==> src/rtl/seq_state_pkg.sv <==
// State-code definitions shared by the sequencer and the consuming decoder.
// Legal codes are 0..3; anything at or above ILLEGAL_MIN is unencoded.
package seq_state_pkg;

    typedef enum logic [2:0] {
        IDLE  = 3'd0,
        START = 3'd1,
        RUN   = 3'd2,
        STOP  = 3'd3
    } state_t;

    localparam logic [2:0] ILLEGAL_MIN = 3'd4;

    function automatic logic even_par(input logic [2:0] c);
        return ^c;
    endfunction

endpackage

==> src/rtl/state_code_sequencer_run_timer.sv <==
// RUN-phase cycle counter with clear, enable and freeze controls.
// tc flags the last RUN cycle (count == RUN_CYCLES-1).
module run_timer #(
    parameter int RUN_CYCLES = 8,
    parameter int CNT_W      = $clog2(RUN_CYCLES + 1)
) (
    input  logic             clk,
    input  logic             rst,
    input  logic             clr,
    input  logic             en,
    input  logic             frz,
    output logic [CNT_W-1:0] cnt,
    output logic             tc
);

    localparam logic [CNT_W-1:0] LAST = CNT_W'(RUN_CYCLES - 1);

    assign tc = (cnt == LAST);

    // Count up while running; hold at the terminal value or when frozen.
    always_ff @(posedge clk) begin
        if (rst) begin
            cnt <= '0;
        end else if (clr) begin
            cnt <= '0;
        end else if (en && !frz && !tc) begin
            cnt <= cnt + CNT_W'(1);
        end
    end

endmodule

==> src/rtl/state_code_sequencer.sv <==
// IDLE/START/RUN/STOP state-code transmitter with illegal-code recovery.
// Optional STATE_PARITY_EN stores a parity bit with the state and adds code_par.
module state_code_sequencer
    import seq_state_pkg::*;
#(
    parameter  int RUN_CYCLES = 8,
    localparam int CNT_W      = $clog2(RUN_CYCLES + 1)
) (
    input  logic             clk,
    input  logic             rst,
    input  logic             go,
    input  logic             halt,
    input  logic             stop_ack,
    input  logic             clr_err,
    output logic [2:0]       code,
    output logic             busy,
    output logic             done,
    output logic [CNT_W-1:0] run_cnt,
    output logic             illegal_err
`ifdef STATE_PARITY_EN
    ,
    output logic             code_par
`endif
);

    state_t state_q;
    state_t state_d;
    logic   busy_q;
    logic   done_q;
    logic   done_d;
    logic   err_q;
    logic   err_set;
    logic   bad_code;
    logic   bad_par;
    logic   cnt_clr;
    logic   cnt_en;
    logic   cnt_frz;
    logic   cnt_tc;

    assign bad_code = (state_q >= ILLEGAL_MIN);

`ifdef STATE_PARITY_EN
    logic par_q;
    logic code_par_q;
    assign bad_par  = (par_q != even_par(state_q));
    assign code_par = code_par_q;
`else
    assign bad_par = 1'b0;
`endif

    run_timer #(
        .RUN_CYCLES (RUN_CYCLES),
        .CNT_W      (CNT_W)
    ) u_timer (
        .clk (clk),
        .rst (rst),
        .clr (cnt_clr),
        .en  (cnt_en),
        .frz (cnt_frz),
        .cnt (run_cnt),
        .tc  (cnt_tc)
    );

    // Next-state, timer control and error detection.
    always_comb begin
        state_d = state_q;
        done_d  = 1'b0;
        err_set = 1'b0;
        cnt_clr = 1'b0;
        cnt_en  = 1'b0;
        cnt_frz = 1'b0;
        unique case (state_q)
            IDLE: begin
                if (go && !halt) begin
                    state_d = START;
                end
            end
            START: begin
                cnt_clr = 1'b1;
                state_d = halt ? STOP : RUN;
            end
            RUN: begin
                cnt_en  = 1'b1;
                cnt_frz = halt;
                if (halt || cnt_tc) begin
                    state_d = STOP;
                end
            end
            STOP: begin
                if (stop_ack) begin
                    state_d = IDLE;
                    done_d  = 1'b1;
                    cnt_clr = 1'b1;
                end
            end
            default: begin
                state_d = IDLE;
                err_set = 1'b1;
                cnt_clr = 1'b1;
            end
        endcase
        // A corrupted state (bad code or bad parity) always recovers.
        if (bad_code || bad_par) begin
            state_d = IDLE;
            err_set = 1'b1;
            done_d  = 1'b0;
            cnt_clr = 1'b1;
            cnt_en  = 1'b0;
        end
    end

    // State register with registered busy/done.
    always_ff @(posedge clk) begin
        if (rst) begin
            state_q <= IDLE;
            busy_q  <= 1'b0;
            done_q  <= 1'b0;
        end else begin
            state_q <= state_d;
            busy_q  <= (state_d != IDLE);
            done_q  <= done_d;
        end
    end

    // Sticky illegal flag; a new detection beats a clear.
    always_ff @(posedge clk) begin
        if (rst) begin
            err_q <= 1'b0;
        end else if (err_set) begin
            err_q <= 1'b1;
        end else if (clr_err) begin
            err_q <= 1'b0;
        end
    end

`ifdef STATE_PARITY_EN
    // Stored parity travels with the state; code_par mirrors the code.
    always_ff @(posedge clk) begin
        if (rst) begin
            par_q      <= 1'b0;
            code_par_q <= 1'b0;
        end else begin
            par_q      <= even_par(state_d);
            code_par_q <= even_par(state_d);
        end
    end
`endif

    assign code        = state_q;
    assign busy        = busy_q;
    assign done        = done_q;
    assign illegal_err = err_q;

endmodule

==> config.mk <==
export PLATFORM = sky130hd
export DESIGN_NAME = state_code_sequencer
export DESIGN_NICKNAME = d
export VERILOG_FILES = /design/src/rtl/seq_state_pkg.sv /design/src/rtl/state_code_sequencer_run_timer.sv /design/src/rtl/state_code_sequencer.sv
export SDC_FILE = /design/constraint.sdc
export NUM_CORES = 1
export LEC_CHECK = 0
export BUFFER_PORTS_ARGS = -buffer_cell sky130_fd_sc_hd__buf_2
export CORE_AREA = 4 4 41 43
export DETAILED_ROUTE_END_ITERATION = 12
export DIE_AREA = 0 0 45 47
export PLACE_DENSITY = 0.65
export SETUP_SLACK_MARGIN = 0.5
export SLEW_MARGIN = 10
export SYNTH_ARGS = -nofsm -noshare
export SYNTH_HDL_FRONTEND = slang
export SYNTH_HIERARCHICAL = 1
export SYNTH_SLANG_ARGS = --single-unit
export TNS_END_PERCENT = 5
==> constraint.sdc <==
create_clock -name clk -period 1.9 [get_ports clk]
set_input_delay 0.19 -clock clk [delete_from_list [all_inputs] [get_ports clk]]
set_output_delay 0.19 -clock clk [all_outputs]
set_load 0.005 [all_outputs]
==> out/metrics.yaml, run 1 <==
status:
  outcome: "complete, no violations"
logic_synthesis:
  synth_seq_cells: 10
  synth.area.top_cells: "dfxtp_1 (43%), mux2i_1 (6.4%), nand2_1 (5.6%), nor2_1 (4.8%), and3b_1 (3.7%)"
  async_flop_share_pct: 0
  synth_seq_area_share_pct: 42.6
  syn-num-nets: 58
  synth_edf_count: 0
  yosysWarnings: 6
  syn_inst: 51
  synth_area_sq_um: 470
  yosysMostFrequentCell: "dfxtp_1"
  synthTopCellsByCount: "dfxtp_1 (10), nand2_1 (7), nor2_1 (6)"
  yosys.area.top_type_share_pct: 42.6
  ys_types: 24
  yosys.area.top_type: "dfxtp_1"
  synth.avg_cell_area_sq_um: 9.22
  synth_flop_cell: "dfxtp_1"
route:
  wl_microns: 950
  num_vias: 409
  remaining_drc_errors: 0
  final_antenna_net_count: 0
  first_pass_iters: 4
  post_drt_via_cell_ratio: 4.93
  dr.first_iter.drc_count: 5
  wire_per_inst_microns: 11.4
global_route:
  track_usage_pct: 10.6
  grt_pass1_wl_microns: 1570
  antenna_found_initial: 0
  grt_pass1_vias: 355
  gr-total-overflow: 0
  grt_max_degree: 10
floorplan:
  coreArea_sq_mm: 0.00130
  start_util_pct: 36.2
  dieArea_sq_mm: 0.00212
  std_cell_rows: 13
  ios: 16
  fp.dieW_microns: 45
  die_h_microns: 47
finish:
  filler_cell_count: 141
  final_area_sq_um: 603
  fin_nets: 77
  drive_above_1_share_pct: 41.2
  area_growth_pct: 28.2
  n_antenna_cell: 0
setup_path:
  cp.required_ns: 2.06
  cp_max_fo: 7
  reg2reg_slack_ns: 0.58
  crit_arrival_ns: 1.48
  critPathBufInv: 0
  r2r_cells: 5
  cp_cell_sequence: "nor3b_2 -> and2_1 -> and2b_2 -> a21oi_1 -> and3b_1"
  slowest_stage: "dfxtp_4"
  path_delay_family: "simple AND/OR/NAND/NOR gates"
  end_kind: "flop"
  critPathMaxStageDelay_ns: 0.38
  cp.depth: 5
  start_kind: "flop"
  critical_path_class: "flop to flop"
power_and_ir_drop:
  p_clk_share_pct: 35.9
  p_seq_share_pct: 56.1
  power_density_mw_per_mm2: 646
  p_sw_mw: 0.0885
  cellLeakagePower_nw: 0.285
  power.total_mw: 0.389
  comb_power_share_pct: 8.0
  intPower_mw: 0.301
  switching_share_pct: 22.7
  peakVddDrop_mv: 0.422
sta:
  tns_ns: 0
  finClkSkew_ns: 0.00469
  timing.hold.ws_ns: 0.154
  rsz0062_at_grt: "yes"
  min_period_ns: 1.32
  hold_viol: 0
  timing.final.crit_share_pct: 69.3
  setup_viol: 0
  slew_viol_final: 0
  max_freq_ghz: 0.760
placement:
  io_buffers: 15
  gp_congestion: 0.750
  hpwlAfterDp_microns: 690
  postPlaceCellArea_sq_um: 554
clock_tree:
  clockRootBuffer: "clkbuf_4"
  cts_setup_buffers: 0
  clock_latency_ns: 0.26
  hold_buffers: 0
  cts_made_buffers: 3
  cts_buffer_depth: 2
  clock_sinks: 10
  cts_tree: "yes"
  h-tree-depth: 1
  clk_pin_slew_worst_paths_ns: 0.06
worst_hold_path:
  hp-class: "input port to flop"
  hold_depth: 2
job:
  maxCapViolations: 0
==> logic make-up after synthesis <==
logic type | Yosys count | share of synthesized area [%]
other cells | 1 | 0.797
simple gates | 27 | 33.2
flops | 10 | 42.6
mux | 3 | 6.38
compound gates | 7 | 11.2
fa+ha+maj | 1 | 2.66
buf+inv | 2 | 3.19
==> repair_timing <==
item	CTS	global route
cloned	0	0
pin swaps	0	2
setup endpoints to repair	1	4
resized for setup	1	7
==> sequential cells by signal, indices dropped and copies added (netlist names) <==
| signal | count |
|---|---|
| illegal_err | 1 |
| busy | 1 |
| u_timer/cnt | 4 |
| done | 1 |
| code | 3 |
==> worst register-to-register path, delay by kind of cell, from the launching register on <==
kind | cells | cell delay (ns)
and+or+nand+nor | 4 | 0.74
DFF | 1 | 0.38
AOI/OAI and AO/OA | 1 | 0.11
==> path summary, 6_finish.rpt <==
kind                              start        endpoint
worst max-delay path            code[1]  u_timer/cnt[2]
worst min-delay path                rst         code[0]
worst max register to register  code[1]  u_timer/cnt[2]
worst min register to register  code[1]         code[0]
==> power by group through the flow <==
| stage | clock [mW] | sequential (mW) | combinational [mW] |
|---|---|---|---|
| after floorplan | 0 | 0.223 | 0.0183 |
| after global placement | 0 | 0.224 | 0.0310 |
| after detailed placement | 0 | 0.225 | 0.0313 |
| after CTS | 0.147 | 0.220 | 0.0316 |
| after global routing | 0.160 | 0.219 | 0.0354 |
| final | 0.140 | 0.218 | 0.0312 |
==> cells in the final DEF, fill, tap and decap left out <==
master | Yosys | final
clkbuf_4 | 0 | 3
nand2b_1 | 2 | 2
nand2b_4 | 1 | 1
o31ai_1 | 1 | 1
dfxtp_2 | 0 | 2
buf_2 | 0 | 15
inv_1 | 1 | 1
conb_1 | 1 | 1
dfxtp_1 | 10 | 6
nand2_1 | 7 | 7
dfxtp_4 | 0 | 2
nand4_1 | 2 | 2
a21oi_1 | 3 | 3
or3_1 | 1 | 1
nor3_1 | 1 | 1
nor2_1 | 6 | 6
and2_1 | 1 | 1
nor3b_2 | 1 | 2
and3b_1 | 2 | 2
a2111oi_2 | 1 | 1
ha_4 | 0 | 1
nand3_1 | 1 | 1
and2b_2 | 1 | 1
a21o_1 | 1 | 1
mux2i_1 | 3 | 3
a211oi_1 | 1 | 1
==> layout make-up <==
type	count	area (sq um)	area share (%)
multi-input combinational	39	273	45.2
inverter	1	3.75	0.622
tap	15	18.8	3.11
timing repair buffer	15	75.1	12.4
clock buffer	3	22.5	3.73
sequential	10	210	34.9
==> through the flow <==
step	setup slack (ns)	util [%]	instances
finish	0.583	46.3	83
detailed placement	0.467	42.6	80
global placement	0.508	42.6	80
CTS	0.504	44.7	83
global route	0.477	46.3	83
floorplan	0.503	-	51
==> layer usage <==
layer	wire, microns	track usage (%)
met1	391	13.9
met2	479	14.1
met3	79	6.90
met4	0	3.51
met5	0	0
No activity file was read; power rests on OpenSTA's default activity.
==> run 2: changes to the inputs <==
- ABC_AREA: default -> 1
- PLACE_DENSITY: 0.65 -> 0.68
- clock period: 1.9 -> 1.3 ns (I/O delays scaled with it)
==> run 2 against run 1 <==
Effect of this change: non-clock buffer count is 12 higher; combinational power is 100% higher; global-route usage is 0.81 points higher; via count is 36% higher; sequential power is 45% higher; clock skew is 0.00068 ns higher; setup slack worse by 0.52 ns; clock power is 49% higher; fmax is 6.4% higher; largest power group unchanged.
==> out/metrics.yaml, run 2 <==
status:
  outcome: "complete, no violations"
route:
  first_pass_iters: 2  # -2
  wire_per_inst_microns: 10.7  # -6.8%
  num_vias: 556  # +36%
  final_antenna_net_count: 0  # unchanged
  wl_microns: 1260  # +33%
  remaining_drc_errors: 0  # unchanged
  post_drt_via_cell_ratio: 4.71  # -4.4%
  dr.first_iter.drc_count: 4  # -1
sta:
  max_freq_ghz: 0.808  # +6.4%
  min_period_ns: 1.24  # -0.0789 ns
  slew_viol_final: 0  # unchanged
  timing.final.crit_share_pct: 95.2  # +26 points
  rsz0062_at_grt: "yes"
  timing.hold.ws_ns: 0.0853  # -0.0684 ns
  setup_viol: 0  # unchanged
  finClkSkew_ns: 0.00537  # +0.000680 ns
  hold_viol: 0  # unchanged
placement:
  postPlaceCellArea_sq_um: 651  # +17%
  hpwlAfterDp_microns: 871  # +26%
  dp_cells: 107  # +34%
  io_buffers: 15  # unchanged
  gp_congestion: 0.760  # +1.3%
global_route:
  grt_pass1_wl_microns: 1730  # +10%
  track_usage_pct: 11.5  # +0.81 points
  gr-total-overflow: 0  # unchanged
  antenna_found_initial: 0  # unchanged
  grt_pass1_vias: 436  # +23%
  grt_max_degree: 9  # -1
logic_synthesis:
  synth_seq_cells: 10  # unchanged
  synth_adder_area_share_pct: 2.45  # -0.21 points
  synth.area.top_cells: "dfxtp_1 (39%), nand2_1 (8.8%), inv_1 (8.1%), nor2_1 (6.6%), nor2_4 (6.6%)"
  synth_edf_count: 0  # unchanged
  synth_top_family_by_area: "simple AND/OR/NAND/NOR gates"
  synth-simple-area-share_pct: 36.8  # +3.5 points
  syn-num-nets: 80  # +38%
  synth_area_sq_um: 510  # +8.5%
  yosysMostFrequentCell: "nand2_1"
  synth_flop_cell: "dfxtp_1"
  synth_xor_area_share_pct: 0  # unchanged
  async_flop_share_pct: 0  # unchanged
  yosys.area.top_type_share_pct: 39.2  # -3.3 points
  synth.avg_cell_area_sq_um: 6.99  # -24%
  yosysWarnings: 6  # unchanged
  ys_types: 17  # -29%
  synth_seq_area_share_pct: 39.2  # -3.3 points
  yosys.area.top_type: "dfxtp_1"
  synthTopCellsByCount: "nand2_1 (12), inv_1 (11), dfxtp_1 (10)"
  syn_inst: 73  # +43%
  synth_compound_area_share_pct: 9.07  # -2.1 points
  synth_mux_area_share_pct: 0  # -6.4 points
clock_tree:
  clock_sinks: 10  # unchanged
  cts_buffer_depth: 2  # unchanged
  clock_latency_ns: 0.26  # about the same
  cts_made_buffers: 3  # unchanged
  h-tree-depth: 1  # unchanged
  clockRootBuffer: "clkbuf_4"
  cts_tree: "yes"
  clk_pin_slew_worst_paths_ns: 0.07  # about the same
setup_path:
  start_kind: "flop"
  crit_arrival_ns: 1.39  # -0.09 ns
  critical_path_class: "flop to flop"
  cp.required_ns: 1.45  # -0.61 ns
  r2r_cells: 9  # +4
  cp_max_fo: 8  # +1
  end_kind: "flop"
power_and_ir_drop:
  peakVddDrop_mv: 0.534  # +26%
  p_clk_share_pct: 35.5  # -0.4 points
  cellLeakagePower_nw: 0.389  # +37%
  power_density_mw_per_mm2: 727  # +13%
  switching_share_pct: 24.3  # +1.6 points
  intPower_mw: 0.444  # +48%
  comb_power_share_pct: 10.6  # +2.6 points
  power.total_mw: 0.587  # +51%
  p_sw_mw: 0.143  # +61%
  p_seq_share_pct: 53.8  # -2.3 points
finish:
  filler_cell_count: 122  # -13%
  n_antenna_cell: 0  # unchanged
  stdcell_count: 118  # +42%
  largest-register: "u_timer/cnt"
  final_area_sq_um: 807  # +34%
  fin_nets: 112  # +45%
  drive_above_1_share_pct: 52.4  # +11 points
  most-common-layout-cells: "nand2_1 (12), buf_2 (12), buf_4 (11), inv_1 (10), nor2_1 (8)"
  largest_register_ffs: 4  # unchanged
  area_growth_pct: 58.1
worst_hold_path:
  hold_depth: 2  # unchanged
  hp-class: "input port to flop"
floorplan:
  dieArea_sq_mm: 0.00212  # unchanged
  die_h_microns: 47  # unchanged
  fp.dieW_microns: 45  # unchanged
  std_cell_rows: 13  # unchanged
  coreArea_sq_mm: 0.00130  # unchanged
  start_util_pct: 39.2  # +3.1 points
  ios: 16  # unchanged
job:
  maxCapViolations: 0  # unchanged
## run 2: cell types whose count changed after synthesis, moves of 3 or more
cell	delta
nor2_4	+3
o21ai_1	+3
nand3_1	+3
inv_2	+5
nand2_1	+5
inv_1	+10
mux2i_1	-3
nor2_1	+3
## run 2: final timing paths
check	endpoint	startpoint	slack (ns)
max	u_timer/cnt[2]	code[1]	0.06
min	illegal_err	rst	0.09
max reg2reg	u_timer/cnt[2]	code[1]	0.06
min reg2reg	illegal_err	illegal_err	0.47
## run 2: power by group through the flow
stage	clock network, mW	logic (mW)	registers, mW
detailed placement	0	0.0540	0.327
CTS	0.213	0.0542	0.320
global placement	0	0.0526	0.327
finish	0.209	0.0625	0.316
floorplan	0	0.0256	0.329
global route	0.223	0.0693	0.317
## run 2: cells by family (layout without fill, tap and decap cells)
family	count (synthesis)	in the layout
AO/OA/AOI/OAI	9	9
adder cells (fa/ha/maj)	1	1
buffers and inverters	16	46
flip-flops	10	10
other	1	1
AND/OR/NAND/NOR	36	36
## run 2: timing repair
item / 4_1_cts / 5_1_grt
hold buffers: 0 / 0
hold endpoints to repair: 0 / 0
gates resized for setup: 0 / 22
pin swaps: 0 / 10
buffers inserted: 0 / 8
setup endpoints to repair: 18 / 19
## run 2: per-layer routing
metal | wire length (microns) | GRT usage, % | vias to the layer above
li1 | - | - | 288
met4 | 30 | 8.77 | 0
met5 | 0 | 0 | -
met2 | 633 | 19.2 | 13
met1 | 530 | 12.7 | 251
met3 | 64 | 2.30 | 4
## run 2: per-stage QoR
stage | setup slack (ns) | TNS, ns | util (%)
5_1_grt | -0.0139 | -0.0206 | 62.0
2_1_floorplan | 0.127 | 0 | -
3_3_place_gp | 0.104 | 0 | 50.0
6_report | 0.0623 | 0 | 62.0
4_1_cts | 0.0587 | 0 | 51.7
3_5_place_dp | 0.0681 | 0 | 50.0
## run 2: final cells by class
type | count | area [sq um] | area share, %
repair buffers | 27 | 188 | 23.3
clock buffers | 3 | 22.5 | 2.79
flip-flops and latches | 10 | 219 | 27.1
multi-input cells | 47 | 297 | 36.7
inverters | 16 | 62.6 | 7.75
well taps | 15 | 18.8 | 2.33
## run 2: critical path, stage by stage (launching register included)
cell     delay (ns)
dfxtp_2        0.33
inv_2          0.04
nor2_4         0.13
inv_4          0.07
nor2_4         0.08
inv_2          0.05
nor2_4         0.19
nand4_1        0.13
nand2_1        0.09
a21oi_2        0.04
==> run 3: changes to the inputs <==
- PLACE_DENSITY: 0.68 -> default
==> run 3 against run 2 <==
Effect of this change: non-clock buffer count shrank 8; via count shrank 10%; count of clock-buffer cells in the layout is the same; critical path depth is the same; setup slack gained 0.015 ns; first-iteration DRC count grew 50%; flip-flop and latch count is the same; critical path type unchanged; critical endpoint is now u_timer/cnt[1]; largest cell class unchanged; highest routed layer is now met3.
==> out/metrics.yaml, run 3 (same netlist as run 2, synthesis figures left out) <==
status:
  outcome: "complete, no violations"
clock_tree:
  cts_buffer_depth: 2  # unchanged
  cts_tree: "yes"
  h-tree-depth: 1  # unchanged
  hold_buffers: 0  # unchanged
  clock_sinks: 10  # unchanged
  cts_made_buffers: 3  # unchanged
  clk_pin_slew_worst_paths_ns: 0.06  # about the same
  clockRootBuffer: "clkbuf_4"
  clock_latency_ns: 0.26  # about the same
finish:
  stdcell_count: 110  # -6.8%
  area_growth_pct: 42.2
  largest-register: "u_timer/cnt"
  final_common_cell: "buf_2"
  largest_register_ffs: 4  # unchanged
  most-common-layout-cells: "buf_2 (14), nand2_1 (12), inv_1 (10), nor2_1 (8)"
  drive_above_1_share_pct: 46.3  # -6.1 points
  fin_nets: 104  # -7.1%
  n_antenna_cell: 0  # unchanged
setup_path:
  start_kind: "flop"
  crit_arrival_ns: 1.37  # -0.02 ns
  cp_max_fo: 8  # unchanged
  end_kind: "flop"
  critical_path_class: "flop to flop"
  cp.required_ns: 1.45  # about the same
route:
  wire_per_inst_microns: 9.65  # -9.6%
  post_drt_via_cell_ratio: 4.53  # -3.9%
  remaining_drc_errors: 0  # unchanged
  first_pass_iters: 3  # +1
  num_vias: 498  # -10%
  final_antenna_net_count: 0  # unchanged
  wl_microns: 1060  # -16%
  dr.first_iter.drc_count: 6  # +2
sta:
  setup_viol: 0  # unchanged
  max_freq_ghz: 0.818  # +1.2%
  finClkSkew_ns: 0.00677  # +0.00140 ns
  rsz0062_at_grt: "yes"
  hold_viol: 0  # unchanged
  min_period_ns: 1.22  # -0.0145 ns
  slew_viol_final: 0  # unchanged
  tns_ns: 0  # unchanged
  timing.final.crit_share_pct: 94.1  # -1.1 points
floorplan:
  ios: 16  # unchanged
  dieArea_sq_mm: 0.00212  # unchanged
  coreArea_sq_mm: 0.00130  # unchanged
  die_h_microns: 47  # unchanged
  fp.dieW_microns: 45  # unchanged
  start_util_pct: 39.2  # unchanged
  std_cell_rows: 13  # unchanged
global_route:
  grt_pass1_vias: 441  # +1.1%
  use_met2_pct: 18.1  # -1.1 points
  grt_pass1_wl_microns: 1820  # +5.6%
  grt_max_degree: 9  # unchanged
  gr-total-overflow: 0  # unchanged
  top_usage_layer: "met2"
  grtUsageMet3_pct: 3.83  # +1.5 points
  grt_use_met1_pct: 15.6  # +2.8 points
  antenna_found_initial: 0  # unchanged
  track_usage_pct: 12.0  # +0.50 points
placement:
  io_buffers: 15  # unchanged
  hpwlAfterDp_microns: 835  # -4.1%
  gp_congestion: 0.827  # +8.9%
  dp_cells: 106  # -0.93%
power_and_ir_drop:
  p_clk_share_pct: 34.7  # -0.8 points
  peakVddDrop_mv: 0.633  # +19%
  comb_power_share_pct: 9.9  # -0.7 points
  switching_share_pct: 23.0  # -1.3 points
  p_sw_mw: 0.132  # -7.2%
  power_density_mw_per_mm2: 794  # +9.1%
  p_seq_share_pct: 55.3  # +1.5 points
  cellLeakagePower_nw: 0.352  # -9.5%
  intPower_mw: 0.444  # -0.17%
worst_hold_path:
  hp-class: "input port to flop"
job:
  maxCapViolations: 0  # unchanged
## run 3: timing repair
item | in CTS | in global routing
setup endpoints to repair | 18 | 18
endpoints found under the hold margin | 0 | 0
gates resized for setup | 1 | 16
buffers inserted | 1 | 0
pin swaps | 2 | 8
## run 3: layout make-up
cell class	count	area, sq um
Clock buffer	3	22.5
Fill cell	136	576
Inverter	16	65.1
Multi-Input combinational cell	47	292
Sequential cell	10	213
Tap cell	15	18.8
Timing Repair Buffer	19	115
## run 3: final timing paths
kind / slack (ns) / end / startpoint / depth (start not counted)
hold reg to reg: 0.49 / illegal_err / illegal_err / 2
hold / removal: 0.10 / illegal_err / rst / 2
setup reg to reg: 0.08 / u_timer/cnt[1] / code[1] / 9
setup / recovery: 0.08 / u_timer/cnt[1] / code[1] / 9
## run 3: per-stage QoR
step / hold WS [ns] / util [%] / power (mW) / worst slack, ns / cell area (sq um)
5_1_grt: 0.102 / 55.8 / 0.614 / -0.0447 / 726
6_report: 0.100 / 55.8 / 0.576 / 0.0768 / 726
3_5_place_dp: 0.364 / 49.4 / 0.380 / 0.0492 / 643
4_1_cts: 0.0785 / 51.9 / 0.585 / 0.0515 / 676
3_3_place_gp: 0.355 / 49.4 / 0.379 / 0.0860 / 643
2_1_floorplan: 0.202 / - / 0.355 / 0.127 / 527
## run 3: worst max-delay path: stages, from the launching register on
cell	delay, ns
dfxtp_4	0.36
inv_4	0.03
nor2_4	0.13
inv_4	0.06
nor2_4	0.08
inv_2	0.04
nor2_4	0.16
nand2_1	0.08
o21ai_1	0.12
nor2_1	0.04
## run 3: power groups by stage
| stage | sequential, mW | combinational (mW) | clock [mW] |
|---|---|---|---|
| floorplan | 0.329 | 0.0256 | 0 |
| global placement | 0.327 | 0.0517 | 0 |
| detailed placement | 0.327 | 0.0528 | 0 |
| CTS | 0.318 | 0.0542 | 0.212 |
| global route | 0.319 | 0.0648 | 0.230 |
| finish | 0.319 | 0.0573 | 0.200 |
## run 3: routing by layer
layer  up-vias  wire (microns)
met4         0               0
met5         -               0
met3         0              38
met1       217             479
li1        273               -
met2         8             543
